--- src/rtl/alu_issue_if.sv ---
// alu_issue_if: handshake and operand bundle between register read, the issue stage and execute.
interface alu_issue_if #(parameter int N = 32);
    logic          in_valid;
    logic          in_ready;
    logic [31:0]   instr;
    logic [N-1:0]  rs1_data;
    logic [N-1:0]  rs2_data;
    logic          flush;
    logic          out_valid;
    logic          out_ready;
    logic [N-1:0]  alu_a;
    logic [N-1:0]  alu_b;
    logic [3:0]    alu_sel;
    logic          is_branch;
    logic          illegal;
    logic [15:0]   issued_cnt;
    modport master (
        output in_valid, instr, rs1_data, rs2_data, flush, out_ready,
        input  in_ready, out_valid, alu_a, alu_b, alu_sel, is_branch, illegal, issued_cnt
    );
    modport slave (
        input  in_valid, instr, rs1_data, rs2_data, flush, out_ready,
        output in_ready, out_valid, alu_a, alu_b, alu_sel, is_branch, illegal, issued_cnt
    );
endinterface

--- src/rtl/alu_issue_stage.sv ---
// alu_issue_stage: ID/EX register that decodes RV32 ALU work into operands and a 4-bit ALU select.
module alu_issue_stage #(
    parameter int N = 32
) (
    input  logic       clk,
    input  logic       rst,
    alu_issue_if.slave bus
);
    logic [6:0]   w_op;
    logic [2:0]   w_f3;
    logic [6:0]   w_f7;
    logic [N-1:0] w_imm_i;
    logic [N-1:0] w_imm_s;
    logic [3:0]   w_sel;
    logic [1:0]   w_bsrc;
    logic         w_br;
    logic         w_ill;
    logic [N-1:0] w_b;
    logic         w_cap;
    logic         r_valid;
    logic [N-1:0] r_a;
    logic [N-1:0] r_b;
    logic [3:0]   r_sel;
    logic         r_br;
    logic         r_ill;
    logic [15:0]  r_cnt;

    assign w_op    = bus.instr[6:0];
    assign w_f3    = bus.instr[14:12];
    assign w_f7    = bus.instr[31:25];
    assign w_imm_i = {{(N-12){bus.instr[31]}}, bus.instr[31:20]};
    assign w_imm_s = {{(N-12){bus.instr[31]}}, bus.instr[31:25], bus.instr[11:7]};

    // w_bsrc: 0 zero, 1 rs2, 2 I-immediate, 3 S-immediate
    always_comb begin
        w_sel  = 4'b1111;
        w_bsrc = 2'd0;
        w_br   = 1'b0;
        case (w_op)
            7'b0110011: begin
                w_sel  = (w_f3 == 3'b000 && w_f7 == 7'h00) ? 4'b0010 :
                         (w_f3 == 3'b000 && w_f7 == 7'h20) ? 4'b0110 :
                         (w_f3 == 3'b111) ? 4'b0000 :
                         (w_f3 == 3'b110) ? 4'b0001 : 4'b1111;
                w_bsrc = 2'd1;
            end
            7'b0010011: begin
                w_sel  = (w_f3 == 3'b000) ? 4'b0010 :
                         (w_f3 == 3'b111) ? 4'b0000 :
                         (w_f3 == 3'b110) ? 4'b0001 : 4'b1111;
                w_bsrc = 2'd2;
            end
            7'b0000011: begin
                w_sel  = 4'b0010;
                w_bsrc = 2'd2;
            end
            7'b0100011: begin
                w_sel  = 4'b0010;
                w_bsrc = 2'd3;
            end
            7'b1100011: begin
                w_br   = (w_f3 == 3'b000 || w_f3 == 3'b001);
                w_sel  = w_br ? 4'b0110 : 4'b1111;
                w_bsrc = 2'd1;
            end
            default: w_sel = 4'b1111;
        endcase
    end

    assign w_ill = (w_sel == 4'b1111);
    assign w_b   = w_ill ? '0 :
                   (w_bsrc == 2'd1) ? bus.rs2_data :
                   (w_bsrc == 2'd2) ? w_imm_i :
                   (w_bsrc == 2'd3) ? w_imm_s : '0;

    assign bus.in_ready = !r_valid || bus.out_ready;
    assign w_cap        = bus.in_valid && bus.in_ready && !bus.flush;

    always_ff @(posedge clk) begin
        if (rst) begin
            r_valid <= 1'b0;
            r_a     <= '0;
            r_b     <= '0;
            r_sel   <= 4'b0000;
            r_br    <= 1'b0;
            r_ill   <= 1'b0;
            r_cnt   <= 16'd0;
        end else begin
            r_valid <= !bus.flush && (w_cap || (r_valid && !bus.out_ready));
            if (w_cap) begin
                r_a   <= bus.rs1_data;
                r_b   <= w_b;
                r_sel <= w_sel;
                r_br  <= w_br && !w_ill;
                r_ill <= w_ill;
            end
            if (r_valid && bus.out_ready && !bus.flush)
                r_cnt <= r_cnt + 16'd1;
        end
    end

    assign bus.out_valid  = r_valid;
    assign bus.alu_a      = r_a;
    assign bus.alu_b      = r_b;
    assign bus.alu_sel    = r_sel;
    assign bus.is_branch  = r_br;
    assign bus.illegal    = r_ill;
    assign bus.issued_cnt = r_cnt;
endmodule

--- src/flat_wrapper.sv ---
// flat-port wrapper written by rule: the top's interface ports become plain ports
module alu_issue_stage_flat 
#(
    parameter int N = 32
)
  (clk, rst, bus_in_valid, bus_instr, bus_rs1_data, bus_rs2_data, bus_flush, bus_out_ready, bus_in_ready, bus_out_valid, bus_alu_a, bus_alu_b, bus_alu_sel, bus_is_branch, bus_illegal, bus_issued_cnt);
  alu_issue_if #(.N(N)) bus_i ();
  input  logic clk;
  input  logic rst;
  input wire logic [$bits(bus_i.in_valid)-1:0] bus_in_valid;
  input wire logic [$bits(bus_i.instr)-1:0] bus_instr;
  input wire logic [$bits(bus_i.rs1_data)-1:0] bus_rs1_data;
  input wire logic [$bits(bus_i.rs2_data)-1:0] bus_rs2_data;
  input wire logic [$bits(bus_i.flush)-1:0] bus_flush;
  input wire logic [$bits(bus_i.out_ready)-1:0] bus_out_ready;
  output wire logic [$bits(bus_i.in_ready)-1:0] bus_in_ready;
  output wire logic [$bits(bus_i.out_valid)-1:0] bus_out_valid;
  output wire logic [$bits(bus_i.alu_a)-1:0] bus_alu_a;
  output wire logic [$bits(bus_i.alu_b)-1:0] bus_alu_b;
  output wire logic [$bits(bus_i.alu_sel)-1:0] bus_alu_sel;
  output wire logic [$bits(bus_i.is_branch)-1:0] bus_is_branch;
  output wire logic [$bits(bus_i.illegal)-1:0] bus_illegal;
  output wire logic [$bits(bus_i.issued_cnt)-1:0] bus_issued_cnt;
  assign bus_i.in_valid = bus_in_valid;
  assign bus_i.instr = bus_instr;
  assign bus_i.rs1_data = bus_rs1_data;
  assign bus_i.rs2_data = bus_rs2_data;
  assign bus_i.flush = bus_flush;
  assign bus_i.out_ready = bus_out_ready;
  assign bus_in_ready = bus_i.in_ready;
  assign bus_out_valid = bus_i.out_valid;
  assign bus_alu_a = bus_i.alu_a;
  assign bus_alu_b = bus_i.alu_b;
  assign bus_alu_sel = bus_i.alu_sel;
  assign bus_is_branch = bus_i.is_branch;
  assign bus_illegal = bus_i.illegal;
  assign bus_issued_cnt = bus_i.issued_cnt;
  alu_issue_stage #(.N(N)) u_core (.clk(clk), .rst(rst), .bus(bus_i));
endmodule
--- config.mk ---
export PLATFORM = sky130hd
export DESIGN_NAME = alu_issue_stage_flat
export DESIGN_NICKNAME = d
export VERILOG_FILES = /design/src/rtl/alu_issue_if.sv /design/src/rtl/alu_issue_stage.sv /design/src/flat_wrapper.sv
export SDC_FILE = /design/constraint.sdc
export NUM_CORES = 1
export LEC_CHECK = 0
export ABC_CLOCK_PERIOD_IN_PS = 4130
export CAP_MARGIN = 0
export CORE_UTILIZATION = 45
export CTS_CLUSTER_DIAMETER = 80
export DETAILED_ROUTE_END_ITERATION = 8
export HOLD_SLACK_MARGIN = 0.03
export PLACE_DENSITY = 0.84
export SYNTH_ARGS = -nofsm -noshare
export SYNTH_HDL_FRONTEND = slang
export SYNTH_SLANG_ARGS = --single-unit
--- constraint.sdc ---
create_clock -name clk -period 4.13 [get_ports clk]
set_input_delay 0.826 -clock clk [delete_from_list [all_inputs] [get_ports clk]]
set_output_delay 0.826 -clock clk [all_outputs]
set_load 0.005 [all_outputs]
======== Yosys cells after proc, flatten, opt, wreduce, memory -nomap -nowiden ========
Cells that the tools add are included.
storage, ports and cells
  output and inout port bits .............. 88
  word-level logic and storage cells ...... 55
  flip-flop bits (word level) ............. 87
  input bits .............................. 101
cells by class
  reduce and logical (&&, ||, !) cells .... 21
  equal/unequal tests ..................... 13
  $add $sub $neg .......................... 1
  muxes and demuxes ....................... 13
operator list
  kind                                           number
  two-way mux 32 bit                             4
  two-way mux 4 bit                              6
  == test 7 x 6 -> 1 bit, second input constant  3
  adder 16 x 1 -> 16 bit, second input constant  1
  one-hot mux 4 bit (4 select lines)             1
  logical AND 1 bit                              9
  == test 7 x 2 -> 1 bit, second input constant  1
  == test 7 x 5 -> 1 bit, second input constant  1
  == test 7 bit, second input constant           1
  zero test 7 bit                                1
  == test 3 bit, second input constant           2
  one-hot mux 2 bit (3 select lines)             1
  OR reduction 2 bit                             3
  == test 2 bit, second input constant           2
  == test 4 bit, second input constant           1
  zero test 1 bit                                4
  == test 3 x 1 -> 1 bit, second input constant  1
  zero test 3 bit                                1
  logical OR 1 bit                               3
  == test 2 x 1 -> 1 bit, second input constant  1
  two-way mux 1 bit                              1

======== Depth between registers and ports, before layout ========
  depth after elaboration ................. 9
  depth in mapped cells ................... 7
  gate-level depth less buffers ........... 5

======== Worst setup path before layout ========
No wires, ideal clock.
  kind .................................... input -> register
  start point ............................. input bus_instr[4]
  end point ............................... register u_core.r_b[29] (netlist: u_core.bus.alu_b[29])
  library setup time ...................... 0.089 ns
  required time ........................... 4.041 ns
  slack ................................... 1.638 ns
  arrival time ............................ 2.403 ns
  stages .................................. 6
  buffers on the path ..................... 2
  cell sequence ........................... or4b_1 a21o_1 a2111o_1 buf_6 buf_8 o32ai_2
on the way
  cells in the longest elaborated chain, start to end .. 8
  elaborated cells between the ends (all ways) .. 18
  classes of those cells .................. eq/ne (9); mux (6); reduce/logical (3)
ends and longest elaborated chain
  what                                            line                   source
  start: declaration                              flat_wrapper.sv:11     input wire logic [$bits(bus_i.instr)-1:0] bus_instr;
  == test 7 x 6 -> 1 bit (tied with other cells)  alu_issue_stage.sv:39  case (w_op)
  OR reduction 2 bit (no source line)             n/a
  one-hot mux 2 bit (3 select lines)              alu_issue_stage.sv:39
  == test 2 bit                                   alu_issue_stage.sv:74  (w_bsrc == 2'd3) ? w_imm_s : '0;
  two-way mux 32 bit                              alu_issue_stage.sv:74
  two-way mux 32 bit                              alu_issue_stage.sv:73  (w_bsrc == 2'd2) ? w_imm_i :
  two-way mux 32 bit                              alu_issue_stage.sv:72  (w_bsrc == 2'd1) ? bus.rs2_data :
  two-way mux 32 bit (*)                          alu_issue_stage.sv:71  assign w_b = w_ill ? '0 :
  end signal: assignment                          alu_issue_stage.sv:92  r_b <= w_b;
  end: declaration                                alu_issue_stage.sv:22  logic [N-1:0] r_b;
Every way passes the cells marked *; elsewhere a longest branch is shown, timed or not.
A chain may end at the register's enable or synchronous reset.

======== Final worst setup path ========
  start point ............................. input bus_instr[13]
  end point ............................... register u_core.r_b[8] (netlist: u_core.bus.alu_b[8])
on the way
  cells in the longest elaborated chain, start to end .. 8
  elaborated cells between the ends (all ways) .. 16
  classes of those cells .................. eq/ne (4); mux (8); reduce/logical (4)
ends and longest elaborated chain
  what                                    line                                          source
  == test 3 bit                           alu_issue_stage.sv:44, alu_issue_stage.sv:50
  two-way mux 4 bit                       alu_issue_stage.sv:44, alu_issue_stage.sv:50
  two-way mux 4 bit                       alu_issue_stage.sv:43, alu_issue_stage.sv:49
  two-way mux 4 bit                       alu_issue_stage.sv:42                         (w_f3 == 3'b000 && w_f7 == 7'h20) ? 4'b0110 :
  two-way mux 4 bit                       alu_issue_stage.sv:41                         w_sel = (w_f3 == 3'b000 && w_f7 == 7'h00) ? 4'b0010 :
  one-hot mux 4 bit (4 select lines) (*)  alu_issue_stage.sv:39
  == test 4 bit (*)                       alu_issue_stage.sv:70                         assign w_ill = (w_sel == 4'b1111);
  two-way mux 32 bit (*)                  alu_issue_stage.sv:71
Marks and branches as above.

==> key figures <==
Layout
  – Final nets: roughly 730
  – Ant diodes: 0
  – # fillers: about 660
  – Fin cells: 737
  – Util after Layout: 0.698
  – Area growth, synth to finish: 50.5%
  – Share of cells above drive strength 1: 0.0970

Floorplan
  – Die Footprint: between 9000 and 10000 sq um
  – Core Box Area: approximately 8700 sq um
  – Row Count: 34
  – Die width: 96.8 um
  – Initial Util: 0.464
  – IO Pins: 189
  – Die height: 96.8 um

Clock tree
  – CTS tree: yes
  – Clk buf depth: 2
  – Cts bufs inserted: 9
  – Clk slew on worst S/H paths: approximately 90 ps
  – Clk Latency, worst-skew pair: 370 ps
  – Post-CTS sizing: 0
  – Clock Tree Root: clkbuf_8
  – Post-CTS Setup Bufs: 0
  – Clock sink total: 87
  – H-tree Lvls: 3
  – Hold buffer count at CTS: 0

Pwr
  – P per Cell Area: 292 nW/um^2
  – Overall power: 1.78 mW
  – Leakage: around 2.1 nW
  – Peak supply drop: approximately 0.00018 V

Synth
  – Most frequent cell after synthesis: nand2_1
  – Primary FF master, synth: dfxtp_1
  – Yosys warns: 0
  – Synth top cells by count: nand2_1, dfxtp_1, a21oi_1
  – Post-synthesis sequential area ratio: 0.431
  – Mapped Area: 4050 sq um
  – Post-Synthesis Cells: 462
  – Async SR Flop Fraction: 0
  – Synthesized area per cell: around 8.8 sq um
  – Synth Register Bits: 87
  – Post-synth cell types: 47
  – Dominant cells by area after synthesis: dfxtp_1, nand2_1, o32ai_2, a21oi_1, clkbuf_1
  – Yosys top cell area share: 0.431
  – Synth area leader: dfxtp_1
  – Number of flops mapped to enable cells by yosys: 0
  – Mapped Nets: 564

Global route
  – GR Util All Layers: 0.249
  – Grt ovf: 0
  – First-pass GRT wire length: roughly 19000 um
  – Initial antenna violation count: 0
  – Largest net degree at the start of global routing: 85
  – Vias in the first global route: between 3000 and 4000

Timing
  – Min cycle time layout: 2970 ps
  – RSZ-0062 raised after global routing: false
  – Fmax: 337 MHz
  – Max-slew violation count: 0
  – Worst slew pin tran: between 1000 and 1500 ps
  – Final TNS setup: 0 ps
  – Final Cycle Share: 0.718
  – PnR worst setup slack: about 1200 ps
  – Setup Viol. Count Final: 0
  – Final Hold Viols: 0
  – Clock skew: roughly 11 ps
  – Rel. slew slack: 0.307

Routing
  – WL/cell: 16.1 um
  – Final ANT Viol Nets: 0
  – DRT Pass-1 Iters: 5
  – Via count: 4092
  – Total wire length: between 10000 and 15000 um
  – Vias per std cell: 5.55
  – DR DRC count: 0
  – 1st-iter DRT viols: between 200 and 250

Setup path
  – Reg2Reg Depth: 5
  – Crit Path Class: input port to flip-flop
  – Critical Path Sink Type: flip-flop
  – R2r setup slk: between 2000 and 2500 ps
  – Crit path max fanout: 34
  – Worst Setup EP: u_core.bus.alu_b[8]$_SDFFE_PP0P_
  – RR Endpoint: u_core.bus.alu_b[8]$_SDFFE_PP0P_
  – CP arrival: 3230 ps
  – Crit path from: bus_instr[13]
  – Reg2Reg Launch Point: u_core.bus.out_valid$_SDFF_PP0_
  – Startpoint types: input port
  – CP required: 4400 ps

Hold path
  – Hold Path Stages: 2
  – Min-delay worst type: flip-flop to flip-flop

Placed design
  – Dpl hpwl: about 8400 um
  – GP Congestion: 0.849
  – Placed cell count: 721
  – IO Port Bufs: 183
  – Pre-CTS setup slack: between 800 and 900 ps

Flow run
  – Max-Cap Viols: 0

Outcome
  – Outcome: finished, final reports clean
report_power, final:
part           total [mW]  internal, mW  switching, mW  leakage (nW)
clock network       0.633         0.305          0.329         0.105
logic               0.278         0.154          0.124          1.30
registers           0.867         0.857        0.00968         0.706
total                1.78          1.32          0.462          2.11
final cells by class:
| cell class | count | area, sq um | share of cell area |
|---|---|---|---|
| clock inverters | 6 | 75.1 | 0.0123 |
| repair buffers | 191 | 1890 | 0.310 |
| well taps | 108 | 135 | 0.0222 |
| multi-input cells | 329 | 2090 | 0.343 |
| clock buffers | 10 | 138 | 0.0226 |
| inverters | 6 | 22.5 | 0.00370 |
| flip-flops and latches | 87 | 1740 | 0.286 |
cell usage in the layout (no fill, tap or decap), types with 2 or more instances in the layout:
cell type        instances
nand3b_1                 2
nand4_1                  5
nand3_1                  7
o32ai_1                  4
a31o_2                   2
and4_1                   2
nor3_1                   6
or2_2                    2
mux2i_1                  7
xor2_1                   5
o32ai_2                 23
and3_1                  16
a222oi_1                 5
xnor2_1                  6
nor2_1                  20
a21oi_1                 72
clkdlybuf4s50_1        182
dfxtp_1                 87
clkinv_4                 2
nand2_1                101
buf_4                    9
o22a_1                   6
o211a_1                  2
or3_1                    2
a211oi_2                 5
nor2b_1                  3
clkbuf_8                10
nor4_1                   3
o2bb2ai_1                5
inv_1                    5
o21ai_0                  4
registers in the layout, indices dropped and copies added (netlist names):
signal and flops:
u_core.bus.alu_sel 4, u_core.bus.alu_b 32, u_core.bus.illegal 1, u_core.bus.alu_a 32, u_core.bus.is_branch 1, u_core.bus.issued_cnt 16
u_core.bus.out_valid 1
per-layer routing:
metal  routed length, um  vias to the layer above  track usage
met1                4610                     1926        0.290
met4                 140                        0       0.0781
li1                    -                     1986            -
met5                   0                        -            0
met3                1050                       14       0.0788
met2                6040                      166        0.433
per-stage QoR:
| step | cell area, sq um | hold WS, ps |
|---|---|---|
| floorplan | 4050 | 448 |
| global placement | 5870 | 442 |
| CTS | 6090 | 460 |
| detailed placement | 5870 | 446 |
| global route | 6090 | 477 |
| finish | 6090 | 460 |
critical path, cell delays in order:
cell,delay [ps]
clkdlybuf4s50_1,470
or4b_1,540
a21o_1,220
a2111o_2,780
o32ai_1,390
logic make-up after synthesis:
| family | synth area share |
|---|---|
| adders and majority gates | 0.00309 |
| buffers and inverters | 0.0554 |
| DFF | 0.431 |
| AOI/OAI and AO/OA | 0.267 |
| and+or+nand+nor | 0.200 |
| xor gates and xnor gates | 0.0238 |
| muxes | 0.0201 |
how the worst min path moves through the flow:
stage	startpoint	to	slack, ps
floorplan	u_core.bus.is_branch$_SDFFE_PP0P_	u_core.bus.is_branch$_SDFFE_PP0P_	450
global placement	u_core.bus.alu_a[14]$_SDFFE_PP0P_	u_core.bus.alu_a[14]$_SDFFE_PP0P_	440
detailed placement	u_core.bus.alu_a[24]$_SDFFE_PP0P_	u_core.bus.alu_a[24]$_SDFFE_PP0P_	450
CTS	u_core.bus.alu_a[24]$_SDFFE_PP0P_	u_core.bus.alu_a[24]$_SDFFE_PP0P_	460
global route	u_core.bus.alu_a[24]$_SDFFE_PP0P_	u_core.bus.alu_a[24]$_SDFFE_PP0P_	480
finish	u_core.bus.alu_a[10]$_SDFFE_PP0P_	u_core.bus.alu_a[10]$_SDFFE_PP0P_	460
Note: power is estimated with default switching activity, not from simulation.
